--- src/rtl/mat_mul_pkg.sv ---
// Shared types and sizing helpers for the parametrised serial matrix multiplier.
package mat_mul_pkg;

  typedef enum logic [2:0] {
    IDLE,
    LOAD_A,
    LOAD_B,
    COMPUTE,
    DONE
  } mm_state_t;

  localparam logic MM_MAT = 1'b0;
  localparam logic MM_VEC = 1'b1;

  // Accumulator width that holds N full-scale DW x DW products without overflow.
  function automatic int mm_pw(input int dw, input int n);
    return 2 * dw + $clog2(n);
  endfunction

endpackage

--- src/rtl/mac_unit.sv ---
// Single multiply-accumulate: clr loads a*b, en adds a*b; one cycle per operation.
// Result is registered; no flow control, the caller sequences clr/en.
module mac_unit #(
  parameter int DW = 16,
  parameter int PW = 34
) (
  input  logic          clk,
  input  logic          rst_n,
  input  logic          clr,
  input  logic          en,
  input  logic [DW-1:0] a,
  input  logic [DW-1:0] b,
  output logic [PW-1:0] acc
);

  logic [2*DW-1:0] prod;
  logic [PW-1:0]   prod_ext;

  assign prod     = a * b;
  assign prod_ext = PW'(prod);

  always_ff @(posedge clk or negedge rst_n) begin
    if (!rst_n) begin
      acc <= '0;
    end else if (clr) begin
      acc <= prod_ext;
    end else if (en) begin
      acc <= acc + prod_ext;
    end
  end

endmodule

--- src/rtl/mat_mul_param.sv ---
// Serial NxN matrix or vector x matrix multiplier with streamed operands and addressed result readback.
// done follows the last operand by N^3+1 (matrix) or N^2+1 (vector) edges; in_ready is low only while computing.
module mat_mul_param
  import mat_mul_pkg::*;
#(
  parameter int N  = 4,
  parameter int DW = 16,
  parameter int PW = mm_pw(DW, N),
  parameter int AW = $clog2(N*N)
) (
  input  logic          clk,
  input  logic          rst_n,
  input  logic          mode,
  input  logic          in_valid,
  input  logic [DW-1:0] in_data,
  output logic          in_ready,
  output logic          done,
  input  logic [AW-1:0] rd_addr,
  output logic [PW-1:0] rd_data
);

  localparam int IW = $clog2(N);
  localparam int NN = N * N;

  mm_state_t     state;
  logic          mode_q;
  logic [AW-1:0] ld_cnt;
  logic [IW-1:0] i_cnt, j_cnt, k_cnt;
  logic          drain;
  logic          wr_vld;
  logic [AW-1:0] wr_idx;

  logic [DW-1:0] a_mem [NN];
  logic [DW-1:0] b_mem [NN];
  logic [PW-1:0] c_mem [NN];

  logic          xfer;
  logic          start;
  logic [AW-1:0] a_last;
  logic [IW-1:0] i_last;
  logic          mac_act;
  logic          mac_clr;
  logic          mac_en;
  logic [PW-1:0] acc;
  logic          rd_hit;

  assign xfer    = in_valid && in_ready;
  assign start   = xfer && (state == IDLE || state == DONE);
  assign a_last  = (mode_q == MM_VEC) ? AW'(N - 1) : AW'(NN - 1);
  assign i_last  = (mode_q == MM_VEC) ? '0 : '1;
  assign mac_act = (state == COMPUTE) && !drain;
  assign mac_clr = mac_act && (k_cnt == '0);
  assign mac_en  = mac_act && (k_cnt != '0);

  // In vector mode only the first row of results exists.
  assign rd_hit  = (mode_q == MM_MAT) || (rd_addr[AW-1:IW] == '0);

  mac_unit #(
    .DW (DW),
    .PW (PW)
  ) u_mac (
    .clk   (clk),
    .rst_n (rst_n),
    .clr   (mac_clr),
    .en    (mac_en),
    .a     (a_mem[{i_cnt, k_cnt}]),
    .b     (b_mem[{k_cnt, j_cnt}]),
    .acc   (acc)
  );

  always_ff @(posedge clk or negedge rst_n) begin
    if (!rst_n) begin
      state    <= IDLE;
      mode_q   <= MM_MAT;
      ld_cnt   <= '0;
      i_cnt    <= '0;
      j_cnt    <= '0;
      k_cnt    <= '0;
      drain    <= 1'b0;
      wr_vld   <= 1'b0;
      wr_idx   <= '0;
      done     <= 1'b0;
      in_ready <= 1'b1;
    end else begin
      wr_vld <= 1'b0;
      unique case (state)
        IDLE, DONE: begin
          if (xfer) begin
            mode_q <= mode;
            done   <= 1'b0;
            ld_cnt <= AW'(1);
            state  <= LOAD_A;
          end
        end
        LOAD_A: begin
          if (xfer) begin
            if (ld_cnt == a_last) begin
              ld_cnt <= '0;
              state  <= LOAD_B;
            end else begin
              ld_cnt <= ld_cnt + AW'(1);
            end
          end
        end
        LOAD_B: begin
          if (xfer) begin
            if (ld_cnt == AW'(NN - 1)) begin
              ld_cnt   <= '0;
              i_cnt    <= '0;
              j_cnt    <= '0;
              k_cnt    <= '0;
              in_ready <= 1'b0;
              state    <= COMPUTE;
            end else begin
              ld_cnt <= ld_cnt + AW'(1);
            end
          end
        end
        COMPUTE: begin
          if (!drain) begin
            // The accumulator is registered, so each result is written one cycle after its last MAC.
            wr_vld <= (k_cnt == IW'(N - 1));
            wr_idx <= {i_cnt, j_cnt};
            if (k_cnt == IW'(N - 1)) begin
              k_cnt <= '0;
              if (j_cnt == IW'(N - 1)) begin
                j_cnt <= '0;
                if (i_cnt == i_last) begin
                  drain <= 1'b1;
                end else begin
                  i_cnt <= i_cnt + IW'(1);
                end
              end else begin
                j_cnt <= j_cnt + IW'(1);
              end
            end else begin
              k_cnt <= k_cnt + IW'(1);
            end
          end else begin
            drain    <= 1'b0;
            i_cnt    <= '0;
            done     <= 1'b1;
            in_ready <= 1'b1;
            state    <= DONE;
          end
        end
        default: state <= IDLE;
      endcase
    end
  end

  // Operand and result storage is deliberately not reset; reads are gated by done instead.
  always_ff @(posedge clk) begin
    if (start) begin
      a_mem[0] <= in_data;
    end else if (xfer && state == LOAD_A) begin
      a_mem[ld_cnt] <= in_data;
    end
    if (xfer && state == LOAD_B) begin
      b_mem[ld_cnt] <= in_data;
    end
    if (wr_vld) begin
      c_mem[wr_idx] <= acc;
    end
  end

  always_ff @(posedge clk or negedge rst_n) begin
    if (!rst_n) begin
      rd_data <= '0;
    end else if (done && !xfer && rd_hit) begin
      rd_data <= c_mem[rd_addr];
    end else begin
      rd_data <= '0;
    end
  end

endmodule

--- config.mk ---
export PLATFORM = sky130hd
export DESIGN_NAME = mat_mul_param
export DESIGN_NICKNAME = d
export VERILOG_FILES = /design/src/rtl/mat_mul_pkg.sv /design/src/rtl/mac_unit.sv /design/src/rtl/mat_mul_param.sv
export SDC_FILE = /design/constraint.sdc
export NUM_CORES = 2
export LEC_CHECK = 0
export CORE_ASPECT_RATIO = 1.2
export CORE_UTILIZATION = 56
export CTS_CLUSTER_DIAMETER = 40
export DETAILED_ROUTE_END_ITERATION = 16
export HOLD_SLACK_MARGIN = 0.02
export PLACE_DENSITY = 0.71
export SYNTH_ARGS = -nofsm -noshare
export SYNTH_HDL_FRONTEND = slang
export SYNTH_SLANG_ARGS = --single-unit
--- constraint.sdc ---
create_clock -name clk -period 8.25 [get_ports clk]
set_input_delay 2.0625 -clock clk [delete_from_list [all_inputs] [get_ports clk]]
set_output_delay 2.0625 -clock clk [all_outputs]
set_load 0.1 [all_outputs]
==> impl_metrics.tcl <==
set metrics [dict create \
    drc 0 \
    ys_ff_latch 1146 \
    setup_viol 16 \
    use_met2_pct 49.3 \
    tns_ns -4.97 \
    failed_checks "setup timing" \
    grt_pass1_wl_um 198000 \
    antenna_left 0 \
    worst_pin_slew_ns 1.36 \
    fin_ws_ns -0.435 \
    rows 124 \
    grt.busiest_layer "met2" \
    start_util_pct 56.7 \
    syn-num-nets 3641 \
    finalMaxSlewViolations 0 \
    ios 60 \
    endpoint_kind "flop" \
    viasPerCell 6.02 \
    path_class "flop to flop" \
    max_freq_mhz 115 \
    port_buffers 59 \
    vias 30600 \
    synth_edf_count 1056 \
    seq_area_frac_synth_pct 62.6 \
    grt_pass1_vias 32700 \
    cts_tree "done" \
    antenna_found_initial 2 \
    cts_max_path_buffers 3 \
    drive_above_1_share_pct 29.8 \
    nets 4085 \
    grt-ovfl-total 0 \
    first_iter_violations 2466 \
    r2r_start "j_cnt[0]" \
    hold_viol_final 0 \
    htreeDepth 3 \
    synth_warnings 0 \
    relSlewSlack_pct 9.28 \
    worstSetupStartpointType "flop" \
    worst_hold_slack_ns 0.560 \
    wirelength_um 132000 \
    syn_inst 3277 \
    crit_path_start "j_cnt[0]" \
    cpMostUsedCell "fa_1" \
    clk_pin_slew_worst_paths_ns 0.07 \
    cts_root_buf "clkbuf_16" \
    crit_arrival_ns 9.25 \
    slowest_stage "mux4_2" \
    die_w_um 286 \
    use_met1_pct 33.8 \
    holdCritStartpoint "wr_idx[2]" \
    skew_ns 0.0590 \
    netlist_area_mm2 0.0542 \
    rrSetupSlack_ns -0.43 \
    cts_inserted_buffers 121 \
    critPathMaxStageDelay_ns 0.63 \
    syn_area_per_cell_um2 16.5 \
    wire_per_inst_um 25.9 \
    final_common_cell "edfxtp_1" \
    hold_class "flop to flop" \
    die_h_um 343 \
    multiInputGateArea_mm2 0.0196 \
    final_cell_area_mm2 0.0647 \
    final_cell_mix "edfxtp_1, buf_4, mux4_2" \
    critPathMaxFanout 8 \
    synth_async_sr_flop_share_pct 7.85 \
    worstReg2RegEnd "u_mac.acc[32]" \
    insertion_delay_ns 0.70 \
    status "finished with violations" \
    synth_cell_type_count 84 \
    cts.sink_count 1146 \
    fin_crit_sh_pct 105 \
    r2r_cells 32 \
    rsz0062_at_grt "true" \
    design.core.area_mm2 0.0956 \
    area_growth_syn_to_layout_pct 19.2 \
    required_ns 8.82 \
    fin_crit_ns 8.68 \
    postCtsHoldBufs 0 \
    die-area_mm2 0.0981 \
    place_area_mm2 0.0589 \
    gp_congestion 0.918 \
    seq_area_mm2 0.0340 \
    grtUsageTotal_pct 27.3 \
    grt_max_degree 77 \
    ys.flop_type "edfxtp_1" \
    holdPathStages 2 \
    use_met3_pct 3.40 \
    cap_violations 0 \
    min_to "wr_idx[2]" \
    fill_cells 6360 \
    dr.pass1.iters 5 \
    dp_hpwl_um 82600 \
]
==> per-layer routing <==
layer | vias up | routed length [um]
met4 | 2 | 4730
li1 | 13200 | -
met2 | 1111 | 70100
met5 | - | 9
met1 | 16000 | 49500
met3 | 297 | 7360
==> through the flow <==
step           worst slack [ns]  utilization (%)  std cells
2_1_floorplan            -0.150                -       3277
3_3_place_gp             -0.537             61.7       4802
3_5_place_dp             -0.683             61.7       4802
4_1_cts                  -0.361             66.7       5044
5_1_grt                  -0.677             67.7       5085
6_report                 -0.435             67.7       5085
==> how the worst max path moves through the flow <==
stage                                to  slack [ns]  cells after the start
after floorplan           u_mac.acc[32]       -0.15                     36
after global routing      u_mac.acc[32]       -0.68                     35
final                     u_mac.acc[32]       -0.43                     32
after CTS                 u_mac.acc[32]       -0.36                     33
after global placement    u_mac.acc[32]       -0.54                     32
after detailed placement  u_mac.acc[25]       -0.68                     34
==> cells by family (layout without fill, tap and decap cells) <==
group	after synthesis	in the layout	synth area share, %
AO/OA/AOI/OAI	299	299	3.55
multiplexers	343	344	13.7
flip-flops	1146	1146	62.6
XOR/XNOR	47	47	0.759
AND/OR/NAND/NOR	674	674	5.63
other	0	1	0
adder cells (fa/ha/maj)	340	340	10.5
buffers and inverters	428	974	3.22
==> critical path: cells and delay by family, from the launching register on <==
kind | cells | cell delay (ns)
AO/OA/AOI/OAI | 9 | 2.06
XOR/XNOR | 1 | 0.15
adder cells (fa/ha/maj) | 8 | 3.44
buffers and inverters | 6 | 0.52
flip-flops | 1 | 0.51
multiplexers | 2 | 1.13
AND/OR/NAND/NOR | 6 | 0.72
==> synth_stat cells, types with 15 or more instances <==
master	number	share of area, %
o21ai_1	19	0.18
nor2_1	200	1.4
edfxtp_1	1056	58
fa_1	195	7.2
o21ai_0	63	0.58
a21o_1	27	0.37
nand4_1	15	0.17
buf_2	49	0.45
nor2b_1	52	0.60
mux4_2	317	13
nand3_1	30	0.28
dfrtp_1	89	4.1
a21oi_1	83	0.77
clkbuf_1	72	0.50
and2_1	29	0.33
mux2i_1	18	0.33
ha_1	145	3.3
xor2_1	20	0.32
nor3_1	20	0.18
inv_1	279	1.9
xnor2_1	27	0.44
nand2_1	267	1.8
==> repair_timing <==
item | in CTS | in global routing
hold endpoints to repair | 0 | 0
endpoints found under the setup margin | 19 | 21
setup buffers | 13 | 37
gates cloned | 3 | 3
resized for setup | 91 | 131
pin swaps | 19 | 58
==> sequential cells by signal, summed over array words and instances, names as in the netlist <==
name,cells
c_mem,544
a_mem,256
b_mem,256
rd_data,34
u_mac.acc,34
ld_cnt,4
wr_idx,4
state,3
i_cnt,2
j_cnt,2
k_cnt,2
done,1
drain,1
in_ready,1
mode_q,1
wr_vld,1
==> final cells by class <==
type	count	share of cell area [%]
antenna	1	0.00387
clock buffer	141	4.85
clock inverter	85	1.72
inverter	280	1.63
multi-input combinational	1704	30.2
sequential	1146	52.5
tap	1260	2.44
timing repair buffer	468	6.58
Power is not shown: default switching activity piles up to over one toggle a cycle in this logic, so the estimate is an artifact.
